--- src/rtl/ika9958_pkg.sv ---
// ----------------------------------------------------------------------------
// ika9958_pkg
// Shared types and constants for the IKA9958 CPU-side register controller.
//   port_e        : CPU port select (VRAM data, control, palette, indirect)
//   ctrl_state_e  : control-port two-byte sequence state
//   REG_PAL_PTR   : register index of the palette pointer (16)
//   REG_IND_PTR   : register index of the indirect-access pointer (17)
//   pal_entry_t   : one 9-bit palette entry, packed as {R3,B3,G3}
// ----------------------------------------------------------------------------
package ika9958_pkg;

    typedef enum logic [1:0] {
        PORT_VRAM = 2'd0,
        PORT_CTRL = 2'd1,
        PORT_PAL  = 2'd2,
        PORT_IND  = 2'd3
    } port_e;

    localparam logic [0:0] ST_IDLE    = 1'b0;
    localparam logic [0:0] ST_LATCHED = 1'b1;

    typedef enum logic [0:0] {
        CTRL_IDLE    = ST_IDLE,
        CTRL_LATCHED = ST_LATCHED
    } ctrl_state_e;

    localparam logic [5:0] REG_PAL_PTR = 6'd16;
    localparam logic [5:0] REG_IND_PTR = 6'd17;

    typedef struct packed {
        logic [2:0] r;
        logic [2:0] b;
        logic [2:0] g;
    } pal_entry_t;

    // Indirect pointer index advance; wraps 63 -> 0 naturally in 6 bits.
    function automatic logic [5:0] ind_ptr_advance(input logic [5:0] ptr);
        return ptr + 6'd1;
    endfunction

endpackage

--- src/rtl/ika9958_palseq.sv ---
// ----------------------------------------------------------------------------
// ika9958_palseq
// Two-byte palette write sequencer. The first write captures R and B, the
// second supplies G and issues one registered palette write at the current
// pointer, after which the pointer advances (mod 16). A pointer load (from a
// register-16 write) repositions the pointer and restarts the byte pair.
// Ports:
//   clk, srst            : clock, synchronous active-high reset
//   wr                   : palette-port write strobe (already decoded)
//   din_hi / din_lo      : write data bits [6:4] and [2:0]
//   ptr_load / ptr_data  : pointer load request and new pointer value
//   pal_we/addr/data     : registered palette write pulse, index, entry
// ----------------------------------------------------------------------------
module ika9958_palseq
    import ika9958_pkg::*;
(
    input  logic       clk,
    input  logic       srst,
    input  logic       wr,
    input  logic [2:0] din_hi,
    input  logic [2:0] din_lo,
    input  logic       ptr_load,
    input  logic [3:0] ptr_data,
    output logic       pal_we,
    output logic [3:0] pal_addr,
    output logic [8:0] pal_data
);

    logic [3:0] ptr_reg;
    logic       second_reg;     // 1 = R/B captured, waiting for G
    logic [2:0] r_reg;
    logic [2:0] b_reg;
    logic       pal_we_reg;
    logic [3:0] pal_addr_reg;
    pal_entry_t pal_data_reg;

    always_ff @(posedge clk) begin
        if (srst) begin
            ptr_reg      <= 4'd0;
            second_reg   <= 1'b0;
            r_reg        <= 3'd0;
            b_reg        <= 3'd0;
            pal_we_reg   <= 1'b0;
            pal_addr_reg <= 4'd0;
            pal_data_reg <= '0;
        end else begin
            pal_we_reg <= 1'b0;
            if (ptr_load) begin
                ptr_reg    <= ptr_data;
                second_reg <= 1'b0;
            end else if (wr) begin
                if (!second_reg) begin
                    r_reg      <= din_hi;
                    b_reg      <= din_lo;
                    second_reg <= 1'b1;
                end else begin
                    pal_we_reg     <= 1'b1;
                    pal_addr_reg   <= ptr_reg;
                    pal_data_reg.r <= r_reg;
                    pal_data_reg.b <= b_reg;
                    pal_data_reg.g <= din_lo;
                    ptr_reg        <= ptr_reg + 4'd1;
                    second_reg     <= 1'b0;
                end
            end
        end
    end

    assign pal_we   = pal_we_reg;
    assign pal_addr = pal_addr_reg;
    assign pal_data = pal_data_reg;

endmodule

--- src/rtl/ika9958_regctrl.sv ---
// ----------------------------------------------------------------------------
// ika9958_regctrl
// CPU-side register access controller for a V9958-style VDP.
//   Port 1 (control): two-byte sequence; second byte selects register write
//                     (bit7=1) or VRAM address setup (bit7=0). A port-1 read
//                     abandons a half-written sequence.
//   Port 3 (indirect): register write at R17[5:0]; R17 auto-increments unless
//                     R17[7] is set. Writes that would target R17 are dropped.
//   Port 2 (palette): two-byte palette write, only when the build macro
//                     IKA9958_PALETTE_PORT_EN is defined; otherwise ignored and
//                     the palette outputs are tied low.
// Ports:
//   i_EMUCLK, i_RST       : clock, synchronous active-high reset
//   i_WR, i_RD            : one-cycle CPU strobes (write has priority)
//   i_PORT, i_DIN         : port select, write data
//   o_REG_WE/ADDR/DATA    : registered register-file write
//   o_VADDR_SET/VADDR/WR  : registered VRAM address setup
//   o_PAL_WE/ADDR/DATA    : registered palette write
//   o_R17                 : indirect pointer shadow
// ----------------------------------------------------------------------------
module ika9958_regctrl
    import ika9958_pkg::*;
(
    input  logic        i_EMUCLK,
    input  logic        i_RST,
    input  logic        i_WR,
    input  logic        i_RD,
    input  logic [1:0]  i_PORT,
    input  logic [7:0]  i_DIN,
    output logic        o_REG_WE,
    output logic [5:0]  o_REG_ADDR,
    output logic [7:0]  o_REG_DATA,
    output logic        o_VADDR_SET,
    output logic [13:0] o_VADDR,
    output logic        o_VADDR_WR,
    output logic        o_PAL_WE,
    output logic [3:0]  o_PAL_ADDR,
    output logic [8:0]  o_PAL_DATA,
    output logic [7:0]  o_R17
);

    // Strobe decode; a simultaneous read is ignored when a write is present.
    logic wr_ctrl;
    logic rd_ctrl;
    logic wr_ind;

    assign wr_ctrl = i_WR && (i_PORT == PORT_CTRL);
    assign rd_ctrl = i_RD && !i_WR && (i_PORT == PORT_CTRL);
    assign wr_ind  = i_WR && (i_PORT == PORT_IND);

    ctrl_state_e state_reg,    state_next;
    logic [7:0]  latch_reg,    latch_next;
    logic [7:0]  r17_reg,      r17_next;
    logic        reg_we_reg,   reg_we_next;
    logic [5:0]  reg_addr_reg, reg_addr_next;
    logic [7:0]  reg_data_reg, reg_data_next;
    logic        vset_reg,     vset_next;
    logic [13:0] vaddr_reg,    vaddr_next;
    logic        vwr_reg,      vwr_next;

    always_comb begin
        state_next    = state_reg;
        latch_next    = latch_reg;
        r17_next      = r17_reg;
        reg_we_next   = 1'b0;
        reg_addr_next = reg_addr_reg;
        reg_data_next = reg_data_reg;
        vset_next     = 1'b0;
        vaddr_next    = vaddr_reg;
        vwr_next      = vwr_reg;

        if (wr_ctrl) begin
            if (state_reg == CTRL_IDLE) begin
                latch_next = i_DIN;
                state_next = CTRL_LATCHED;
            end else begin
                state_next = CTRL_IDLE;
                if (i_DIN[7]) begin
                    reg_we_next   = 1'b1;
                    reg_addr_next = i_DIN[5:0];
                    reg_data_next = latch_reg;
                end else begin
                    vset_next  = 1'b1;
                    vaddr_next = {i_DIN[5:0], latch_reg};
                    vwr_next   = i_DIN[6];
                end
            end
        end else if (rd_ctrl) begin
            // Abandon the sequence; the latch keeps its stale byte.
            state_next = CTRL_IDLE;
        end else if (wr_ind) begin
            // Indirect access must never rewrite its own pointer.
            if (r17_reg[5:0] != REG_IND_PTR) begin
                reg_we_next   = 1'b1;
                reg_addr_next = r17_reg[5:0];
                reg_data_next = i_DIN;
            end
            if (!r17_reg[7]) begin
                r17_next[5:0] = ind_ptr_advance(r17_reg[5:0]);
            end
        end

        // The shadow tracks the register file; only port 1 can reach R17.
        if (reg_we_next && (reg_addr_next == REG_IND_PTR)) begin
            r17_next = reg_data_next;
        end
    end

    always_ff @(posedge i_EMUCLK) begin
        if (i_RST) begin
            state_reg    <= CTRL_IDLE;
            latch_reg    <= 8'd0;
            r17_reg      <= 8'd0;
            reg_we_reg   <= 1'b0;
            reg_addr_reg <= 6'd0;
            reg_data_reg <= 8'd0;
            vset_reg     <= 1'b0;
            vaddr_reg    <= 14'd0;
            vwr_reg      <= 1'b0;
        end else begin
            state_reg    <= state_next;
            latch_reg    <= latch_next;
            r17_reg      <= r17_next;
            reg_we_reg   <= reg_we_next;
            reg_addr_reg <= reg_addr_next;
            reg_data_reg <= reg_data_next;
            vset_reg     <= vset_next;
            vaddr_reg    <= vaddr_next;
            vwr_reg      <= vwr_next;
        end
    end

    assign o_REG_WE    = reg_we_reg;
    assign o_REG_ADDR  = reg_addr_reg;
    assign o_REG_DATA  = reg_data_reg;
    assign o_VADDR_SET = vset_reg;
    assign o_VADDR     = vaddr_reg;
    assign o_VADDR_WR  = vwr_reg;
    assign o_R17       = r17_reg;

`ifdef IKA9958_PALETTE_PORT_EN
    logic pal_wr;
    logic pal_ptr_load;

    assign pal_wr       = i_WR && (i_PORT == PORT_PAL);
    // Pointer reload is taken from the same decision that issues the R16 write.
    assign pal_ptr_load = reg_we_next && (reg_addr_next == REG_PAL_PTR);

    ika9958_palseq u_palseq (
        .clk      (i_EMUCLK),
        .srst     (i_RST),
        .wr       (pal_wr),
        .din_hi   (i_DIN[6:4]),
        .din_lo   (i_DIN[2:0]),
        .ptr_load (pal_ptr_load),
        .ptr_data (reg_data_next[3:0]),
        .pal_we   (o_PAL_WE),
        .pal_addr (o_PAL_ADDR),
        .pal_data (o_PAL_DATA)
    );
`else
    assign o_PAL_WE   = 1'b0;
    assign o_PAL_ADDR = 4'd0;
    assign o_PAL_DATA = 9'd0;
`endif

endmodule

--- config.mk ---
export PLATFORM = sky130hd
export DESIGN_NAME = ika9958_regctrl
export DESIGN_NICKNAME = d
export VERILOG_FILES = /design/src/rtl/ika9958_pkg.sv /design/src/rtl/ika9958_palseq.sv /design/src/rtl/ika9958_regctrl.sv
export SDC_FILE = /design/constraint.sdc
export NUM_CORES = 1
export LEC_CHECK = 0
export ABC_CLOCK_PERIOD_IN_PS = 3300
export BUFFER_PORTS_ARGS = -buffer_cell sky130_fd_sc_hd__clkbuf_2
export CAP_MARGIN = 20
export CORE_MARGIN = 3
export CORE_UTILIZATION = 50
export DETAILED_ROUTE_END_ITERATION = 8
export GPL_TIMING_DRIVEN = 0
export PLACE_DENSITY = 0.78
export SLEW_MARGIN = 15
export SYNTH_ARGS = -nofsm -noshare
export SYNTH_HDL_FRONTEND = slang
export SYNTH_SLANG_ARGS = --single-unit
--- constraint.sdc ---
create_clock -name i_EMUCLK -period 3.3 [get_ports i_EMUCLK]
set_input_delay 0.495 -clock i_EMUCLK [delete_from_list [all_inputs] [get_ports i_EMUCLK]]
set_output_delay 0.495 -clock i_EMUCLK [all_outputs]
set_load 0.01 [all_outputs]
==> results of run 1 <==
## where the power goes
part	internal [W]	switching, W
Sequential	0.000591	0.0000111
Combinational	0.0000419	0.0000631
Clock	0.000248	0.000191
Total	0.000881	0.000265
## stage by stage
step | hold slack [ns] | instances
3_3_place_gp | 0.4411 | 375
5_1_grt | 0.4164 | 383
2_1_floorplan | 0.4455 | 273
6_report | 0.4176 | 383
4_1_cts | 0.4094 | 383
3_5_place_dp | 0.4485 | 375
## critical path, cell delays in order, from the launching register on
cell      delay (ns)
dfxtp_1         0.46
inv_1           0.07
ha_1            0.18
and4bb_4        0.23
a21o_4          0.25
a31oi_1         0.22
nand4b_1        0.20
nor4_4          0.60
mux2_2          0.40
## final cells by class
class	count	area, µm²	area share [%]
Multi-Input combinational cell	197	1062	40.47
Sequential cell	48	960.9	36.61
Timing Repair Buffer	52	260.3	9.914
Buffer	24	142.6	5.434
Clock buffer	6	82.58	3.146
Tap cell	50	62.56	2.383
Clock inverter	2	38.79	1.478
Inverter	4	15.01	0.5720
## synth_stat cells, types with 2 or more instances
| cell type | instances |
|---|---|
| nand2_1 | 60 |
| dfxtp_1 | 48 |
| a21oi_1 | 37 |
| nor2_1 | 25 |
| buf_4 | 14 |
| clkbuf_1 | 10 |
| mux2_2 | 8 |
| nor2b_1 | 7 |
| a22oi_1 | 5 |
| a211oi_1 | 4 |
| inv_1 | 4 |
| nor4_1 | 4 |
| nand4_1 | 3 |
| xnor2_1 | 3 |
| ha_1 | 2 |
| nand2b_1 | 2 |
| nand3_1 | 2 |
| nor3_1 | 2 |
| o21ai_0 | 2 |
| o32ai_1 | 2 |
| xor2_1 | 2 |
## kinds of logic (layout without fill, tap and decap cells)
family / after synthesis / in the layout / synth area share [%]
compound gates: 55 / 55 / 15.49
xor+xnor: 5 / 5 / 2.054
fa+ha+maj: 2 / 2 / 1.174
buf+inv: 28 / 88 / 7.394
flops: 48 / 48 / 45.07
mux: 8 / 8 / 4.226
other cells: 1 / 14 / 0.1759
simple gates: 113 / 113 / 24.41
## routing by layer
metal  up-vias  GRT usage [%]
met5         -              0
met3         7          3.927
li1       1001              -
met4         0          6.889
met1       849          28.29
met2        61          29.08
## worst max-delay path by stage
stage / startpoint / to / slack (ns) / cells past startpoint
3_3_place_gp: i_PORT[1] / o_R17[5] / 0.53 / 8
5_1_grt: o_R17[1] / o_R17[0] / 0.31 / 7
6_report: o_R17[1] / o_R17[1] / 0.58 / 8
4_1_cts: o_R17[1] / o_R17[1] / 0.59 / 7
2_1_floorplan: o_R17[1] / o_R17[0] / 0.85 / 8
3_5_place_dp: i_PORT[1] / o_R17[0] / 0.47 / 8
==> reports/qor.csv, run 1 <==
stage,metric,value,unit
clocking,clk root buf,clkbuf_8,
min_path,Hold WC Path Type,primary input to flip-flop,
final_layout,Layout area overhead,23.12,%
final_layout,"commonest non-fill, non-tap cells in the layout","nand2_1, clkbuf_2, dfxtp_1",
clocking,Skew-Pair Late Insertion Delay,0.30,ns
die,Die Ht,71.30,µm
sta,Max Clock Skew,0.01064,ns
synthesis,post-synth design cell area,2132,µm²
global_routing,GRT Total Usage,19.58,%
detailed_routing,Detailed Route WL,4.947,mm
die,site row count,23,
global_routing,total grt overflow,0,
detailed_routing,met2 WL post-DR,2.211,mm
global_routing,vias in the first global route,1629,
placement,DP Area,2504,µm²
clocking,"Reg clk slew, reported paths",0.08,ns
final_layout,Layout Nets,348,
critical_path,CP Class,flip-flop to flip-flop,
synthesis,YS warnings,0,
critical_path,Reg-to-Reg Start,o_R17[1],
critical_path,CP Capture Type,flip-flop,
clocking,# hold bufs at CTS,0,
synthesis,Post-synth top flop,dfxtp_1,
pwr,overall power,0.001146,W
sta,setup violators final,0,
detailed_routing,drt wl/cell,12.92,µm
placement,Post-Place Setup Slack,0.4666,ns
clocking,CTS Sinks,48,
detailed_routing,final antenna-violating net count,0,
die,CORE AREA,4058,µm²
final_layout,final core utilization,64.69,%
synthesis,"Avg Cell Area, Syn",8.200,µm²
clocking,setup bufs post-CTS,0,
placement,global placement routability congestion,0.8888,
sta,max-slew violation count,0,
die,die footprint,5084,µm²
critical_path,worst r2r dst,o_R17[1],
synthesis,post-synth top area share,45.07,%
final_layout,layout cells sized above 1,26.13,%
run_status,status,"complete, no violations",
min_path,hold_sp,i_RST,
final_layout,max reg flops,14,
critical_path,crit path max fanout,8,
global_routing,initial antenna violation count,0,
pwr,Leakage,1.112,nW
sta,fmax,368.3,MHz
sta,smallest setup slack after layout,0.5845,ns
synthesis,Syn Inst Count,260,
synthesis,leading area contributor after synthesis,dfxtp_1,
critical_path,"Arr. time, crit path",2.90,ns
sta,Worst Tran Pin Value,0.5879,ns
synthesis,ys async rst share,0,%
detailed_routing,first-pass iteration count of the detailed router,7,
detailed_routing,met3 WL,309,µm
global_routing,largest net degree at the start of global routing,16,
flow_run,max-capacitance violation count,0,
final_layout,cell area after layout,2625,µm²
sta,post-route minimum period,2.716,ns
die,Die X,71.30,µm
sta,RSZ-0062 raised after global routing,no,
min_path,hold path cells,2,
final_layout,Filler Cells Inserted,374,
detailed_routing,M1 wire length,2.345,mm
clocking,H-tree Lvls,2,
synthesis,post-synthesis sequential area ratio,45.07,%
placement,Port Buffers,52,
detailed_routing,routed vias/inst,5.008,
die,I/O pins,67,
clocking,Clock Path Buffers,2,
critical_path,Worst Reg-to-Reg Cells,8,
die,Starting Density,52.54,%
detailed_routing,top sig layer,met4,
sta,"Hold Violations, Final",0,
detailed_routing,DR iter-0 viols,105,
sta,Fin Setup TNS,0,ns
synthesis,synth top area cells,"dfxtp_1, nand2_1, a21oi_1",
critical_path,r2r setup slk,0.58,ns
sta,Final Cycle Share,82.29,%
critical_path,WP data required,3.48,ns
min_path,Hold EP,o_REG_DATA[0],
final_layout,n_diodes,0,
final_layout,"commonest non-fill, non-tap cell in the layout",nand2_1,
clocking,CTS tree,done,
clocking,# resized after CTS,0,
global_routing,first-pass GRT wire length,7.997,mm
pwr,Pwr Density,436.6,nW/µm²
critical_path,startpoint types,flip-flop,
pwr,worst vdd ir,0.0002796,V
synthesis,Yosys cell types,35,
clocking,TritonCTS Buffers,5,
synthesis,#FFs+latches synth,48,
placement,HPWL Detailed,3.823,mm
synthesis,"EDFF count, synth",0,
sta,Rel. slew slack,60.51,%
detailed_routing,drt drc,0,
detailed_routing,DR vias,1918,
Note: power is estimated with default switching activity, not from simulation.
==> inputs of run 2 (changes only) <==
ABC_CLOCK_PERIOD_IN_PS = 2300   (was 3300)
CORE_UTILIZATION = 45   (was 50)
PLACE_DENSITY = 0.75   (was 0.78)
clock period = 2.3 ns   (was 3.3 ns; I/O delays follow)
==> run 2 against run 1 <==
- utilization shrank 3.6 points
- critical path type unchanged
- critical path depth grew 2
- fmax up 20%
- non-clock buffer count grew 8
- count of clock-buffer cells in the layout is 1 lower
- largest power group unchanged
- largest cell class unchanged
- worst setup slack lost 0.55 ns
- first-iteration DRC count rose by 7.6%
- critical endpoint is now o_R17[7]
- sequential power up 43%
- clock skew grew 0.00084 ns
==> reports/qor.csv, run 2 (synthesis results as in run 1) <==
stage,metric,value,unit,change
detailed_routing,routed vias/inst,4.997,,-0.21%
global_routing,initial antenna violation count,0,,unchanged
placement,global placement routability congestion,0.8960,,+0.81%
sta,fmax,441.1,MHz,+20%
pwr,overall power,0.001508,W,+32%
final_layout,"commonest non-fill, non-tap cell in the layout",nand2_1,,
pwr,Pwr Density,551.4,nW/µm²,+26%
global_routing,vias in the first global route,1752,,+7.6%
critical_path,crit path max fanout,5,,-3
clocking,CTS Sinks,48,,unchanged
pwr,Leakage,1.148,nW,+3.3%
min_path,Hold WC Path Type,primary input to flip-flop,,
global_routing,first-pass GRT wire length,8.528,mm,+6.6%
detailed_routing,final antenna-violating net count,0,,unchanged
clocking,clk root buf,clkbuf_8,,
critical_path,CP Capture Type,flip-flop,,
sta,setup violators final,0,,unchanged
global_routing,GRT Total Usage,19.72,%,+0.15 points
die,CORE AREA,4474,µm²,+10%
run_status,status,"complete, no violations",,
clocking,Clock Path Buffers,2,,unchanged
final_layout,Layout area overhead,28.29,%,
final_layout,final core utilization,61.13,%,-3.6 points
flow_run,max-capacitance violation count,0,,unchanged
final_layout,Layout Nets,356,,+2.3%
critical_path,WP data required,2.49,ns,-0.99 ns
clocking,"Reg clk slew, reported paths",0.08,ns,about the same
critical_path,CP Class,flip-flop to flip-flop,,
global_routing,total grt overflow,0,,unchanged
detailed_routing,Detailed Route WL,5.298,mm,+7.1%
sta,Final Cycle Share,98.57,%,+16 points
detailed_routing,DR iter-0 viols,113,,+7.6%
pwr,worst vdd ir,0.0004522,V,+62%
final_layout,n_diodes,0,,unchanged
clocking,# hold bufs at CTS,0,,unchanged
die,die footprint,5600,µm²,+10%
detailed_routing,drt drc,0,,unchanged
global_routing,largest net degree at the start of global routing,15,,-1
die,Die X,74.83,µm,+5.0%
detailed_routing,DR vias,1959,,+2.1%
final_layout,layout cells sized above 1,30.29,%,+4.2 points
final_layout,max reg flops,14,,unchanged
detailed_routing,drt wl/cell,13.52,µm,+4.6%
detailed_routing,first-pass iteration count of the detailed router,4,,-3
clocking,Skew-Pair Late Insertion Delay,0.30,ns,about the same
placement,HPWL Detailed,3.906,mm,+2.2%
critical_path,startpoint types,flip-flop,,
placement,Port Buffers,52,,unchanged
die,I/O pins,67,,unchanged
critical_path,"Arr. time, crit path",2.46,ns,-0.44 ns
sta,RSZ-0062 raised after global routing,yes,,
sta,Rel. slew slack,63.51,%,+3.0 points
die,Die Ht,74.83,µm,+5.0%
clocking,H-tree Lvls,2,,unchanged
sta,post-route minimum period,2.267,ns,-0.4484 ns
die,Starting Density,47.65,%,-4.9 points
sta,Worst Tran Pin Value,0.5440,ns,-0.04384 ns
clocking,CTS tree,done,,
final_layout,"commonest non-fill, non-tap cells in the layout","nand2_1, clkbuf_2, dfxtp_1",,
sta,"Hold Violations, Final",0,,unchanged
clocking,TritonCTS Buffers,5,,unchanged
die,site row count,24,,+4.3%
sta,Max Clock Skew,0.01148,ns,+0.0008393 ns
sta,max-slew violation count,0,,unchanged
==> run 2: cell types whose count changed in the layout (fill, tap and decap cells not counted), sizes merged <==
| cell | delta |
|---|---|
| clkbuf | -1 |
| buf | +8 |
| clkinvlp | +1 |
| bufinv | -1 |
==> run 2: repair_timing <==
item,CTS,global route
resized for setup,16,7
endpoints found under the setup margin,8,8
setup buffers,8,0
endpoints found under the hold margin,0,0
pin swaps,4,3
==> run 2: power by group <==
group | internal, W | total, W | switching, W
clock | 0.000206 | 0.000480 | 0.000274
combinational | 0.0000684 | 0.000166 | 0.0000979
sequential | 0.000848 | 0.000862 | 0.0000140
total | 0.00112 | 0.00151 | 0.000386
==> run 2: per-layer routing <==
metal	wire, µm	vias to the layer above	global-route usage [%]
li1	-	1011	-
met1	2516	873	27.48
met2	2398	71	31.53
met3	363	4	4.005
met4	19	0	4.545
met5	0	-	0
==> run 2: worst paths after layout <==
path,startpoint,to,slack [ns],cells after the start
hold reg to reg,o_VADDR[10],o_VADDR[10],0.46,2
hold / removal,i_RST,o_REG_DATA[0],0.27,2
setup / recovery,o_R17[1],o_R17[7],0.03,10
setup reg to reg,o_R17[1],o_R17[7],0.03,10
==> run 2: metrics by stage <==
stage | TNS (ns) | hold slack (ns) | instances | area, µm² | worst slack (ns)
after floorplan | 0 | 0.4323 | 273 | 2186 | 0.04158
after global placement | -1.828 | 0.4410 | 377 | 2511 | -0.2314
after detailed placement | -2.066 | 0.4463 | 377 | 2511 | -0.2612
after CTS | -0.3557 | 0.2579 | 392 | 2706 | -0.05299
after global routing | -0.2653 | 0.2634 | 392 | 2735 | -0.04103
final | 0 | 0.2729 | 392 | 2735 | 0.03282
==> run 2: area by class of cell <==
cell class              instances  area, µm²
repair buffers                 60      327.8
clock inverters                 2      12.51
plain buffers                  24      142.6
multi-input cells             197       1134
well taps                      52      65.06
flip-flops and latches         48      969.7
fillers                       439       1739
inverters                       4      15.01
clock buffers                   5      68.82
==> run 2: critical path, cell delays in order (launching register included) <==
cell	delay [ns]
dfxtp_4	0.36
inv_2	0.04
ha_4	0.14
and4bb_4	0.22
buf_6	0.12
nand2_2	0.05
o21ai_1	0.05
a221o_1	0.38
nor4_4	0.30
buf_4	0.20
mux2_4	0.30
